[src/rtl/ysyx_22050854_ifu.sv]
// Instruction fetch unit: owns the PC, fetches one word at a time over a
// valid/ready memory channel and presents {pc, inst} to decode.
// Ports:
//   clk, rst (async, active-low)
//   imem_req_valid/addr/ready : fetch request channel
//   imem_rsp_valid/data       : fetch response (no back-pressure)
//   inst_valid/inst/pc/ready  : instruction channel toward decode
//   redirect_valid/pc         : PC redirect from execute
//   halt                      : ebreak, stop fetching until reset
module ysyx_22050854_ifu #(
    parameter logic [31:0] RESET_PC = 32'h8000_0000
) (
    input  logic        clk,
    input  logic        rst,
    output logic        imem_req_valid,
    output logic [31:0] imem_req_addr,
    input  logic        imem_req_ready,
    input  logic        imem_rsp_valid,
    input  logic [31:0] imem_rsp_data,
    output logic        inst_valid,
    output logic [31:0] inst,
    output logic [31:0] pc,
    input  logic        inst_ready,
    input  logic        redirect_valid,
    input  logic [31:0] redirect_pc,
    input  logic        halt
);

    localparam logic [2:0] IDLE   = 3'd0;
    localparam logic [2:0] REQ    = 3'd1;
    localparam logic [2:0] WAIT   = 3'd2;
    localparam logic [2:0] HOLD   = 3'd3;
    localparam logic [2:0] HALTED = 3'd4;

    localparam logic [31:0] BOOT_PC = {RESET_PC[31:2], 2'b00};

    logic [2:0]  state;
    logic [31:0] fetch_pc;
    logic [31:0] inst_q;
    logic [31:0] pc_q;
    logic        drop;
    logic [31:0] target;
    logic        unused_lo;

    assign target    = {redirect_pc[31:2], 2'b00};
    assign unused_lo = ^{redirect_pc[1:0], RESET_PC[1:0]};

    // every output comes straight from registered state
    assign imem_req_valid = (state == REQ);
    assign imem_req_addr  = fetch_pc;
    assign inst_valid     = (state == HOLD);
    assign inst           = inst_q;
    assign pc             = pc_q;

    always_ff @(posedge clk or negedge rst) begin
        if (!rst) begin
            state    <= IDLE;
            fetch_pc <= BOOT_PC;
            inst_q   <= 32'h0;
            pc_q     <= BOOT_PC;
            drop     <= 1'b0;
        end else begin
            unique case (state)
                IDLE: begin
                    if (halt) begin
                        state <= HALTED;
                    end else begin
                        if (redirect_valid) fetch_pc <= target;
                        state <= REQ;
                    end
                end
                REQ: begin
                    if (halt) begin
                        // an accepted request still owes us a response
                        if (imem_req_ready) drop <= 1'b1;
                        state <= HALTED;
                    end else if (imem_req_ready) begin
                        if (redirect_valid) begin
                            drop     <= 1'b1;
                            fetch_pc <= target;
                        end
                        state <= WAIT;
                    end else if (redirect_valid) begin
                        fetch_pc <= target;
                    end
                end
                WAIT: begin
                    if (halt) begin
                        drop  <= !imem_rsp_valid;
                        state <= HALTED;
                    end else if (imem_rsp_valid) begin
                        if (drop || redirect_valid) begin
                            drop  <= 1'b0;
                            state <= REQ;
                            if (redirect_valid) fetch_pc <= target;
                        end else begin
                            inst_q <= imem_rsp_data;
                            pc_q   <= fetch_pc;
                            state  <= HOLD;
                        end
                    end else if (redirect_valid) begin
                        drop     <= 1'b1;
                        fetch_pc <= target;
                    end
                end
                HOLD: begin
                    if (halt) begin
                        state <= HALTED;
                    end else if (redirect_valid) begin
                        // held word is stale even if decode takes it now
                        fetch_pc <= target;
                        state    <= REQ;
                    end else if (inst_ready) begin
                        fetch_pc <= fetch_pc + 32'd4;
                        state    <= REQ;
                    end
                end
                HALTED: begin
                    // swallow the response of a request abandoned by halt
                    if (imem_rsp_valid) drop <= 1'b0;
                end
                default: state <= IDLE;
            endcase
        end
    end

endmodule
[config.mk]
export PLATFORM = sky130hd
export DESIGN_NAME = ysyx_22050854_ifu
export DESIGN_NICKNAME = d
export VERILOG_FILES = /design/src/rtl/ysyx_22050854_ifu.sv
export SDC_FILE = /design/constraint.sdc
export NUM_CORES = 1
export LEC_CHECK = 0
export ABC_AREA = 1
export CAP_MARGIN = 20
export CORE_MARGIN = 4
export CORE_UTILIZATION = 25
export CTS_CLUSTER_SIZE = 14
export DETAILED_ROUTE_END_ITERATION = 10
export PLACE_DENSITY_LB_ADDON = 0.2
export SYNTH_ARGS = -nofsm -noshare
export SYNTH_HDL_FRONTEND = slang
export SYNTH_SLANG_ARGS = --single-unit
[constraint.sdc]
create_clock -name clk -period 1.6 [get_ports clk]
set_input_delay 0.32 -clock clk [delete_from_list [all_inputs] [get_ports clk]]
set_output_delay 0.32 -clock clk [all_outputs]
set_load 0.02 [all_outputs]
-- After elaboration in Yosys (flattened, before gate mapping)
Index checks and enable logic that the tools add are counted.
W data, S select, Z words.
- bits in registers: 100
- word-level logic and storage cells: 62
- add/subtract/negate cells: 1
- eq/ne operators: 15
- multiplexer cells: 28
- bitwise operators: 3
- reductions and logical operators: 10
- operators with widths (operator ; count):
    $mux W32 ; 8
    $pmux W32 S3 ; 1
    $add A32 B3 Y32 const B ; 1
    $mux W3 ; 8
    $pmux W3 S5 ; 1
    $reduce_and A4 Y1 ; 3
    $mux W1 ; 8
    $ne A2 B2 Y1 const B ; 4
    $eq A3 B2 Y1 const B ; 2
    $ne A3 B1 Y1 const B ; 2
    $ne A3 B3 Y1 const B ; 2
    $reduce_and A6 Y1 ; 1
    $ne A4 B1 Y1 const B ; 1
    $ne A4 B4 Y1 const B ; 1
    $reduce_bool A4 Y1 ; 1
    $eq A3 B1 Y1 const B ; 1
    $eq A3 B3 Y1 const B ; 1
    $logic_not A3 Y1 ; 1
    $not A1 Y1 ; 3
    $pmux W1 S3 ; 1
    $reduce_bool A3 Y1 ; 1
    $mux W2 ; 1
    $ne A2 B1 Y1 const B ; 1
    $reduce_or A2 Y1 ; 1
    other kinds (2) ; 2

-- Logic depth before layout (Yosys ltp)
Gate-level depths: netlist (run 1).
- depth in word-level cells: 5
- depth in mapped cells: 10

-- Least setup slack after synthesis (run 1)
OpenSTA, ideal clock, no wires.
- path type: flip-flop to flip-flop
- start point: register fetch_pc[3], in the netlist imem_req_addr[3]
- end point: register fetch_pc[12], in the netlist imem_req_addr[12]
- arrival: 1504 ps
- slack: -27 ps
- cell stages (with the launch flop): 8
- period minus slack after synthesis: 1627 ps
- path through: dfrtp_1 -> ha_1 -> inv_1 -> nor2_1 -> nand3_1 -> xor2_1 -> o21ai_0 -> nand2_1
- longest elaborated chain between the ends: 5
- ends and longest elaborated chain (what ; RTL line ; RTL):
    start, declared ; 38 ; logic [31:0] fetch_pc;
    start signal, assigned ; 68 ; if (redirect_valid) fetch_pc <= target;
    start signal, assigned ; 80 ; fetch_pc <= target;
    start signal, assigned ; 84 ; fetch_pc <= target;
    $add A32 B3 Y32 ; 114 ; fetch_pc <= fetch_pc + 32'd4;
    $mux W32 ; 113 ; end else if (inst_ready) begin
    $mux W32 ; 109 ; end else if (redirect_valid) begin
    $mux W32 ; 107 ; if (halt) begin
    $pmux W32 S3 ; 63 ; unique case (state)
Every way passes these cells. The select of a mux whose other input is x is not followed.
A chain may end at the register's enable or synchronous reset.

-- Worst setup path in the final report (run 1)
- start point: register state[1]
- end point: register fetch_pc[5], in the netlist imem_req_addr[5]
- longest elaborated chain between the ends: 4
- elaborated cells on any way between the ends: 13
- ends and longest elaborated chain (what ; RTL line ; RTL):
    start, declared ; 37 ; logic [2:0] state;
    start signal, assigned ; 57 ; state <= IDLE;
    start signal, assigned ; 66 ; state <= HALTED;
    start signal, assigned ; 69 ; state <= REQ;
    $eq A3 B1 Y1 or $logic_not A3 Y1 (tied branches) ; 63 ;
    $reduce_or A2 Y1 (no line) ; n/a ;
    $ne A2 B2 Y1 (no line) ; n/a ;
    $reduce_and A6 Y1 (no line) ; n/a ;
Parallel ways exist; a longest one is shown, timed or not.

==> load_flow_metrics.sql, run 1 <==
INSERT INTO impl_metrics (metric_group, metric, value, unit) VALUES
('power_and_ir_drop', 'sw_frac_of_total', '0.397', ''),
('critical_path', 'worstPathMaxFanout', '7', ''),
('global_route', 'grt_start_max_net_pins', '33', ''),
('timing', 'report.final.slew_viol_count', '0', ''),
('placement', 'detailed_place.area', '7410', 'sq um'),
('power_and_ir_drop', 'power', '0.00909', 'W'),
('logic_synthesis', 'ys.warnings.count', '0', ''),
('outcome', 'failed_checks', 'setup timing', ''),
('power_and_ir_drop', 'switching_power', '0.00361', 'W'),
('cts', 'cts.sinks', '96', ''),
('critical_path', 'timing.setup.critical_path_class', 'register to register', ''),
('logic_synthesis', 'top_cells_by_area_in_the_synthesized_netlist', 'sky130_fd_sc_hd__dfrtp_1 46%, sky130_fd_sc_hd__nand2_1 14%, sky130_fd_sc_hd__mux2_4 9.2%', ''),
('logic_synthesis', 'syn_area', '5080', 'sq um'),
('job', 'drv.max_cap_violation_count', '0', ''),
('critical_path', 'launching_element_type_of_the_critical_path', 'register', ''),
('power_and_ir_drop', 'seq_power_share', '0.389', ''),
('timing', 'hold_ws', '0.424', 'ns'),
('cells_and_area', 'final_nets', '910', ''),
('routing', 'post_drt_via_cell_ratio', '4.31', ''),
('logic_synthesis', 'post_synth_num_cell_types', '30', ''),
('cts', 'cts_buffers', '9', ''),
('power_and_ir_drop', 'power.static_leakage', '4.02', 'nW'),
('critical_path', 'timing.critical_path.cells', 'buf_4, nand3_4, buf_6, nor2_4, buf_4, clkbuf_16, or2_2, o21ai_2, o21ai_1', ''),
('critical_path', 'r2r.worst_path.cells', '9', ''),
('cells_and_area', 'area_growth', '54.8', '%'),
('die', 'die_span_in_y', '151', 'microns'),
('cells_and_area', 'post-route-cell-area', '7860', 'sq um'),
('critical_path', 'path_buf_inv', '4', ''),
('cells_and_area', 'fraction_of_layout_cells_with_a_size_suffix_above_1', '0.186', ''),
('logic_synthesis', 'synth-seq-cells', '96', ''),
('die', 'start_util', '0.258', ''),
('hold_path', 'timing.hold.worst.class', 'input pin to asynchronous set/reset pin', ''),
('timing', 'min_period_over_period', '1.01', ''),
('die', 'die_x', '151', 'microns'),
('cells_and_area', 'final_util', '0.399', ''),
('logic_synthesis', 'post_synth.cell_area_avg', '8.18', 'sq um'),
('global_route', 'grtUsageTotal', '0.147', ''),
('timing', 'fin_skew', '0.00432', 'ns'),
('timing', 'report.final.setup_viol', '20', ''),
('outcome', 'run_status', 'finished with violations', ''),
('die', 'core_region_area', '19700', 'sq um'),
('power_and_ir_drop', 'clock_power_share', '0.247', ''),
('power_and_ir_drop', 'vdd_ir_drop_max', '0.447', 'mV'),
('die', 'die_area', '22700', 'sq um'),
('placement', 'dp_cells', '1081', ''),
('global_route', 'grt_first_pass_wirelength', '25700', 'microns'),
('logic_synthesis', 'yosys.area.top_type', 'sky130_fd_sc_hd__dfrtp_1', ''),
('timing', 'setup_repair_after_global_routing_missed_its_margin', 'true', ''),
('routing', 'detailedRoute.firstIterationViolations', '263', ''),
('timing', 'fin_ws', '-0.0208', 'ns'),
('placement', 'post-dp-hpwl', '12700', 'microns'),
('cts', 'cts-root-buf', 'sky130_fd_sc_hd__clkbuf_16', ''),
('die', 'num_rows', '51', ''),
('power_and_ir_drop', 'logic_pwr_share', '0.364', ''),
('routing', 'detail_route.wl_per_cell', '15.5', 'microns'),
('cts', 'maximum_level_of_the_cts_h_tree', '3', ''),
('power_and_ir_drop', 'internal_power', '0.00548', 'W'),
('routing', 'drt_pre_antenna_iters', '4', ''),
('critical_path', 'timing.critical_path.slowest_stage_cell', 'sky130_fd_sc_hd__dfrtp_1', ''),
('critical_path', 'crit_cells', '9', ''),
('placement', 'gp_congestion', '0.880', ''),
('routing', 'finalWirelength', '17200', 'microns'),
('logic_synthesis', 'yosys.area.top_type_share', '0.463', ''),
('critical_path', 'crit_top_cell', 'sky130_fd_sc_hd__buf_4', ''),
('critical_path', 'timing.critical_path.max_delay_family', 'buffers and inverters', ''),
('cts', 'clkSlewWorstSetupHoldPaths', '0.07', 'ns'),
('cells_and_area', 'num_antenna_cells', '0', ''),
('critical_path', 'worstSetupEndpointType', 'register', ''),
('timing', 'fmaxAchievable', '0.617', 'GHz'),
('placement', 'place.port_buffers', '162', ''),
('critical_path', 'crit_path_max_incr_delay', '0.41', 'ns');
==> kinds of logic (layout without fill, tap and decap cells) <==
family / count (synthesis) / count (layout) / synth area share
fa+ha+maj: 1 / 1 / 0.00246
xor+xnor: 8 / 8 / 0.0138
other cells: 1 / 4 / 0.000738
buf+inv: 73 / 292 / 0.0717
compound gates: 69 / 69 / 0.0695
simple gates: 340 / 340 / 0.272
mux: 33 / 33 / 0.0961
flops: 96 / 96 / 0.474
==> final cells by class <==
class                           count  area, sq um
Inverter                           47          186
Timing Repair Buffer              229         2230
Fill cell                        2037        11900
Clock inverter                      7         77.6
Tap cell                          265          332
Sequential cell                    96         2410
Multi-Input combinational cell    455         2400
Clock buffer                        9          225
==> power by group through the flow <==
stage / clock, W / combinational (W) / sequential (W)
after global routing: 0.00244 / 0.00367 / 0.00362
after global placement: 0 / 0.00352 / 0.00357
after CTS: 0.00233 / 0.00326 / 0.00352
final: 0.00225 / 0.00331 / 0.00354
after floorplan: 0 / 0.00118 / 0.00392
after detailed placement: 0 / 0.00353 / 0.00357
==> worst reg2reg max path, cell delays in order, from the launching register on <==
cell	delay, ns
sky130_fd_sc_hd__dfrtp_1	0.41
sky130_fd_sc_hd__buf_4	0.16
sky130_fd_sc_hd__nand3_4	0.08
sky130_fd_sc_hd__buf_6	0.10
sky130_fd_sc_hd__nor2_4	0.04
sky130_fd_sc_hd__buf_4	0.15
sky130_fd_sc_hd__clkbuf_16	0.16
sky130_fd_sc_hd__or2_2	0.29
sky130_fd_sc_hd__o21ai_2	0.06
sky130_fd_sc_hd__o21ai_1	0.06
==> stage by stage <==
| stage | setup TNS, ns | worst slack [ns] |
|---|---|---|
| 6_report | -0.205 | -0.0208 |
| 5_1_grt | -4.22 | -0.0900 |
| 4_1_cts | 0 | 0.00306 |
| 3_5_place_dp | -21.54 | -0.319 |
| 3_3_place_gp | -20.83 | -0.268 |
| 2_1_floorplan | 0 | 0.00146 |
==> layer usage <==
layer	track usage	routed length, microns	vias up
met1	0.200	8120	2215
met4	0.0476	260	0
li1	-	-	2416
met3	0.0340	1040	15
met5	0	0	-
met2	0.230	7810	134
==> flip-flops by register name (all words and copies together) (netlist names) <==
| name | flops |
|---|---|
| pc | 30 |
| inst | 32 |
| drop | 1 |
| state | 3 |
| imem_req_addr | 30 |
==> path summary, 6_finish.rpt <==
path                                 startpoint                            to  slack (ns)
max in group asynchronous                   rst          inst[16]$_DFFE_PN0P_        0.69
max reg2reg                state[1]$_DFFE_PN0P_  imem_req_addr[5]$_DFFE_PN0P_       -0.02
max                        state[1]$_DFFE_PN0P_  imem_req_addr[5]$_DFFE_PN0P_       -0.02
min in group clk             pc[15]$_DFFE_PN0P_            pc[15]$_DFFE_PN0P_        0.48
min                                         rst            pc[19]$_DFFE_PN0P_        0.42
min reg2reg                  pc[15]$_DFFE_PN0P_            pc[15]$_DFFE_PN0P_        0.48
==> cells in the mapped netlist <==
master                     number
sky130_fd_sc_hd__o21ai_0       59
sky130_fd_sc_hd__mux2_4        31
sky130_fd_sc_hd__xor2_1         7
sky130_fd_sc_hd__buf_6          8
sky130_fd_sc_hd__nor2_1       104
sky130_fd_sc_hd__buf_2          9
sky130_fd_sc_hd__nand3b_2       1
sky130_fd_sc_hd__a21oi_1        1
sky130_fd_sc_hd__nand3_1       36
sky130_fd_sc_hd__nand3_2        2
sky130_fd_sc_hd__nand4_1        5
sky130_fd_sc_hd__ha_1           1
sky130_fd_sc_hd__mux2_2         2
sky130_fd_sc_hd__nand2_1      186
sky130_fd_sc_hd__buf_4          5
sky130_fd_sc_hd__nor3_4         1
sky130_fd_sc_hd__dfstp_2        2
sky130_fd_sc_hd__o21ai_1        8
sky130_fd_sc_hd__nor2_4         1
sky130_fd_sc_hd__inv_2          4
sky130_fd_sc_hd__o31ai_2        1
sky130_fd_sc_hd__nor4_1         1
sky130_fd_sc_hd__inv_1         43
sky130_fd_sc_hd__dfrtp_1       94
sky130_fd_sc_hd__xnor2_1        1
sky130_fd_sc_hd__nor2_2         1
sky130_fd_sc_hd__or2_2          1
sky130_fd_sc_hd__nor3_1         1
sky130_fd_sc_hd__conb_1         1
sky130_fd_sc_hd__clkbuf_1       4
==> cell usage in the layout, fill, tap and decap left out, types with 3 or more instances in the layout <==
cell type | netlist | final
sky130_fd_sc_hd__conb_1 | 1 | 4
sky130_fd_sc_hd__nor2_1 | 104 | 93
sky130_fd_sc_hd__inv_6 | 0 | 4
sky130_fd_sc_hd__clkdlybuf4s50_1 | 0 | 67
sky130_fd_sc_hd__nand3_1 | 36 | 34
sky130_fd_sc_hd__xor2_1 | 7 | 7
sky130_fd_sc_hd__o21ai_2 | 0 | 3
sky130_fd_sc_hd__nand4_1 | 5 | 5
sky130_fd_sc_hd__dlygate4sd2_1 | 0 | 90
sky130_fd_sc_hd__buf_6 | 8 | 7
sky130_fd_sc_hd__dfrtp_1 | 94 | 87
sky130_fd_sc_hd__o21ai_0 | 59 | 47
sky130_fd_sc_hd__o21ai_1 | 8 | 17
sky130_fd_sc_hd__clkbuf_16 | 0 | 12
sky130_fd_sc_hd__mux2_4 | 31 | 31
sky130_fd_sc_hd__dfrtp_2 | 0 | 7
sky130_fd_sc_hd__nor2_2 | 1 | 11
sky130_fd_sc_hd__buf_12 | 0 | 10
sky130_fd_sc_hd__nand2_1 | 186 | 185
sky130_fd_sc_hd__inv_1 | 43 | 43
sky130_fd_sc_hd__buf_4 | 5 | 47
==> what timing repair did <==
action / CTS / global route
pin swaps: 1 / 2
hold buffers: 1 / 0
cloned: 1 / 4
setup endpoints to repair: 115 / 92
buffers inserted: 1 / 4
resized for setup: 106 / 46
endpoints found under the hold margin: 16 / 0
Note: power is estimated with default switching activity, not from simulation.
==> inputs of run 2 (changes only) <==
--- a/config.mk
+++ b/config.mk
@@ -9,7 +9,6 @@
 export CAP_MARGIN = 20
 export CORE_MARGIN = 4
 export CORE_UTILIZATION = 25
-export CTS_CLUSTER_SIZE = 14
 export DETAILED_ROUTE_END_ITERATION = 10
 export PLACE_DENSITY_LB_ADDON = 0.2
 export SYNTH_ARGS = -nofsm -noshare
==> results of run 2 <==
The final DEF is identical to that of run 1; final timing and power are the same.
==> inputs of run 3 (changes only) <==
--- a/config.mk
+++ b/config.mk
@@ -8,7 +8,7 @@
 export ABC_AREA = 1
 export CAP_MARGIN = 20
 export CORE_MARGIN = 4
-export CORE_UTILIZATION = 25
+export CORE_UTILIZATION = 45
 export DETAILED_ROUTE_END_ITERATION = 10
 export PLACE_DENSITY_LB_ADDON = 0.2
 export SYNTH_ARGS = -nofsm -noshare
==> run 3 against run 2 <==
  * The flow still finishes with violations (setup timing)
  * Final cell count down 12%
  * Sequential cell count unchanged
  * Combinational power down 4%
  * Highest routed layer unchanged
  * Core utilization up 30 points
  * Maximum frequency down 1.3%
  * Largest power group unchanged
  * Sequential share of layout area up 0.84 points
  * Clock skew up 0.0070 ns
==> load_flow_metrics.sql, run 3 (synthesized netlist as in run 1, its figures left out) <==
INSERT INTO impl_metrics (metric_group, metric, value, unit) VALUES
('power_and_ir_drop', 'seq_power_share', '0.396', ''),
('placement', 'gp_congestion', '0.859', ''),
('routing', 'finalWirelength', '15300', 'microns'),
('job', 'drv.max_cap_violation_count', '0', ''),
('critical_path', 'path_buf_inv', '5', ''),
('cells_and_area', 'fraction_of_layout_cells_with_a_size_suffix_above_1', '0.188', ''),
('power_and_ir_drop', 'vdd_ir_drop_max', '0.741', 'mV'),
('cts', 'cts_tree', 'yes', ''),
('routing', 'final_antenna_net_count', '0', ''),
('global_route', 'grt_first_pass_wirelength', '23700', 'microns'),
('global_route', 'antenna_found_initial', '0', ''),
('cts', 'cts.sinks', '96', ''),
('cts', 'max_clock_buf_depth', '2', ''),
('critical_path', 'worstReg2RegStart', 'state[1]$_DFFE_PN0P_', ''),
('routing', 'detailedRoute.firstIterationViolations', '314', ''),
('global_route', 'via_count_of_the_first_global_routing_pass', '4730', ''),
('critical_path', 'timing.critical_path.max_delay_family', 'buffers and inverters', ''),
('cts', 'cts-root-buf', 'sky130_fd_sc_hd__clkbuf_16', ''),
('die', 'core_region_area', '10900', 'sq um'),
('die', 'die_x', '114', 'microns'),
('critical_path', 'endpoint_of_the_worst_slack_reg_to_reg_timing_path', 'imem_req_addr[19]$_DFFE_PN0P_', ''),
('global_route', 'grtUsageTotal', '0.228', ''),
('hold_path', 'timing.hold.worst.class', 'input pin to asynchronous set/reset pin', ''),
('routing', 'drt_pre_antenna_iters', '5', ''),
('outcome', 'failed_checks', 'setup timing', ''),
('timing', 'report.final.slew_viol_count', '0', ''),
('critical_path', 'worstPathArrival', '1.88', 'ns'),
('power_and_ir_drop', 'power', '0.00895', 'W'),
('routing', 'post_drt_via_cell_ratio', '4.94', ''),
('timing', 'report.final.setup_viol', '27', ''),
('die', 'start_util', '0.464', ''),
('cells_and_area', 'largest_register_ffs', '32', ''),
('cells_and_area', 'num_antenna_cells', '0', ''),
('critical_path', 'worstPathMaxFanout', '5', ''),
('critical_path', 'reg2reg_slack', '-0.04', 'ns'),
('power_and_ir_drop', 'sw_frac_of_total', '0.394', ''),
('timing', 'min_period_over_period', '1.03', ''),
('cells_and_area', 'multi_input_comb_area', '2440', 'sq um'),
('routing', 'drc', '0', ''),
('timing', 'fin_ws', '-0.0428', 'ns'),
('timing', 'fin_skew', '0.0113', 'ns'),
('timing', 'final-hold-violation-count', '0', ''),
('placement', 'detailed_place.area', '7120', 'sq um'),
('global_route', 'grt_start_max_net_pins', '36', ''),
('routing', 'vias', '4819', ''),
('cells_and_area', 'layout_commonest_cell', 'sky130_fd_sc_hd__nand2_1', ''),
('cells_and_area', 'final_nets', '902', ''),
('global_route', 'grtUsageMet1', '0.306', ''),
('critical_path', 'timing.critical_path.slowest_stage_cell', 'sky130_fd_sc_hd__dfrtp_1', ''),
('critical_path', 'cp.required', '1.84', 'ns'),
('global_route', 'gr-max-usage-layer', 'met2', ''),
('power_and_ir_drop', 'logic_pwr_share', '0.356', ''),
('power_and_ir_drop', 'pwr_density_cell', '1170', 'nW/um^2'),
('timing', 'layout_min_cycle_time', '1.64', 'ns'),
('critical_path', 'r2r.worst_path.cells', '12', ''),
('power_and_ir_drop', 'clock_power_share', '0.248', ''),
('cells_and_area', 'seq_area', '2410', 'sq um'),
('cells_and_area', 'area_growth', '50.7', '%'),
('critical_path', 'timing.setup.critical_path_class', 'register to register', ''),
('outcome', 'run_status', 'finished with violations', ''),
('timing', 'fmaxAchievable', '0.609', 'GHz'),
('global_route', 'global_route.overflow_total', '0', ''),
('power_and_ir_drop', 'power.static_leakage', '3.96', 'nW'),
('timing', 'accumulated_negative_setup_slack', '-0.600', 'ns'),
('cts', 'cts_buffers', '9', ''),
('cells_and_area', 'fillCellCount', '901', ''),
('die', 'die_span_in_y', '114', 'microns'),
('power_and_ir_drop', 'switching_power', '0.00352', 'W'),
('placement', 'post-dp-hpwl', '11400', 'microns'),
('placement', 'place.port_buffers', '162', ''),
('die', 'io_pins', '169', ''),
('die', 'num_rows', '38', ''),
('cts', 'maximum_level_of_the_cts_h_tree', '3', ''),
('cts', 'clkSlewWorstSetupHoldPaths', '0.07', 'ns'),
('global_route', 'grt_util_met2', '0.382', ''),
('critical_path', 'launching_element_type_of_the_critical_path', 'register', ''),
('critical_path', 'crit_path_max_incr_delay', '0.39', 'ns'),
('cells_and_area', 'final_util', '0.700', ''),
('critical_path', 'timing.critical_path.cells', 'buf_4, nand3_4, buf_6, nor2_4, nand2_2, nand3_4, buf_12, buf_12, buf_6, nor2_2, nand2_1, nand2_1', ''),
('power_and_ir_drop', 'internal_power', '0.00543', 'W'),
('cells_and_area', 'post-route-cell-area', '7650', 'sq um'),
('critical_path', 'worstSetupEndpointType', 'register', ''),
('cells_and_area', 'layout.cells.most_common_list', '183 x sky130_fd_sc_hd__nand2_1, 91 x sky130_fd_sc_hd__dlygate4sd2_1, 87 x sky130_fd_sc_hd__dfrtp_1, 84 x sky130_fd_sc_hd__nor2_1, 67 x sky130_fd_sc_hd__clkdlybuf4s50_1', ''),
('routing', 'detail_route.wl_per_cell', '15.7', 'microns'),
('cts', 'worst_skew_pair.late_latency', '0.35', 'ns'),
('die', 'die_area', '13000', 'sq um'),
('global_route', 'grt_use_met3', '0.0396', ''),
('timing', 'setup_repair_after_global_routing_missed_its_margin', 'true', '');
run 3: metal layers:
| layer | part of all wire | routed length [microns] | up-vias |
|---|---|---|---|
| met2 | 0.49 | 7460 | 164 |
| met3 | 0.056 | 855 | 16 |
| met4 | 0.013 | 197 | 0 |
| met5 | 0 | 0 | - |
| li1 | - | - | 2396 |
| met1 | 0.44 | 6770 | 2243 |
run 3: how the worst max path moves through the flow:
| stage | startpoint | end | slack (ns) | cells after the start |
|---|---|---|---|---|
| after floorplan | imem_req_addr[2]$_DFFE_PN0P_ | imem_req_addr[12]$_DFFE_PN0P_ | 0.001 | 7 |
| after global placement | redirect_valid | drop$_DFFE_PN0P_ | -0.27 | 8 |
| after detailed placement | redirect_valid | drop$_DFFE_PN0P_ | -0.32 | 8 |
| after CTS | state[0]$_DFFE_PN0P_ | imem_req_valid | -0.08 | 5 |
| after global routing | state[1]$_DFFE_PN0P_ | imem_req_addr[19]$_DFFE_PN0P_ | -0.13 | 12 |
| final | state[1]$_DFFE_PN0P_ | imem_req_addr[19]$_DFFE_PN0P_ | -0.04 | 12 |
run 3: area by class of cell:
cell class / count / share of cell area
inverters: 47 / 0.0237
flip-flops and latches: 96 / 0.315
well taps: 140 / 0.0229
repair buffers: 221 / 0.280
multi-input cells: 455 / 0.318
clock inverters: 6 / 0.0101
clock buffers: 10 / 0.0299
run 3: stage by stage:
step / cells / worst slack, ns / hold WS (ns)
finish: 975 / -0.0428 / 0.413
global route: 975 / -0.125 / 0.433
CTS: 963 / -0.0765 / 0.423
detailed placement: 945 / -0.316 / 0.251
global placement: 945 / -0.270 / 0.246
floorplan: 624 / 0.00146 / 0.0244
run 3: repair_timing:
action | 4_1_cts | 5_1_grt
gates cloned | 0 | 5
setup buffers | 1 | 7
hold buffers | 1 | 0
setup endpoints to repair | 127 | 82
gates resized for setup | 100 | 65
endpoints found under the hold margin | 20 | 0
pin swaps | 1 | 19
run 3: power groups by stage:
| stage | Sequential [W] | Clock [W] | Combinational, W |
|---|---|---|---|
| 4_1_cts | 0.00351 | 0.00227 | 0.00307 |
| 5_1_grt | 0.00363 | 0.00236 | 0.00351 |
| 3_3_place_gp | 0.00356 | 0 | 0.00328 |
| 6_report | 0.00354 | 0.00222 | 0.00319 |
| 3_5_place_dp | 0.00356 | 0 | 0.00333 |
| 2_1_floorplan | 0.00392 | 0 | 0.00118 |
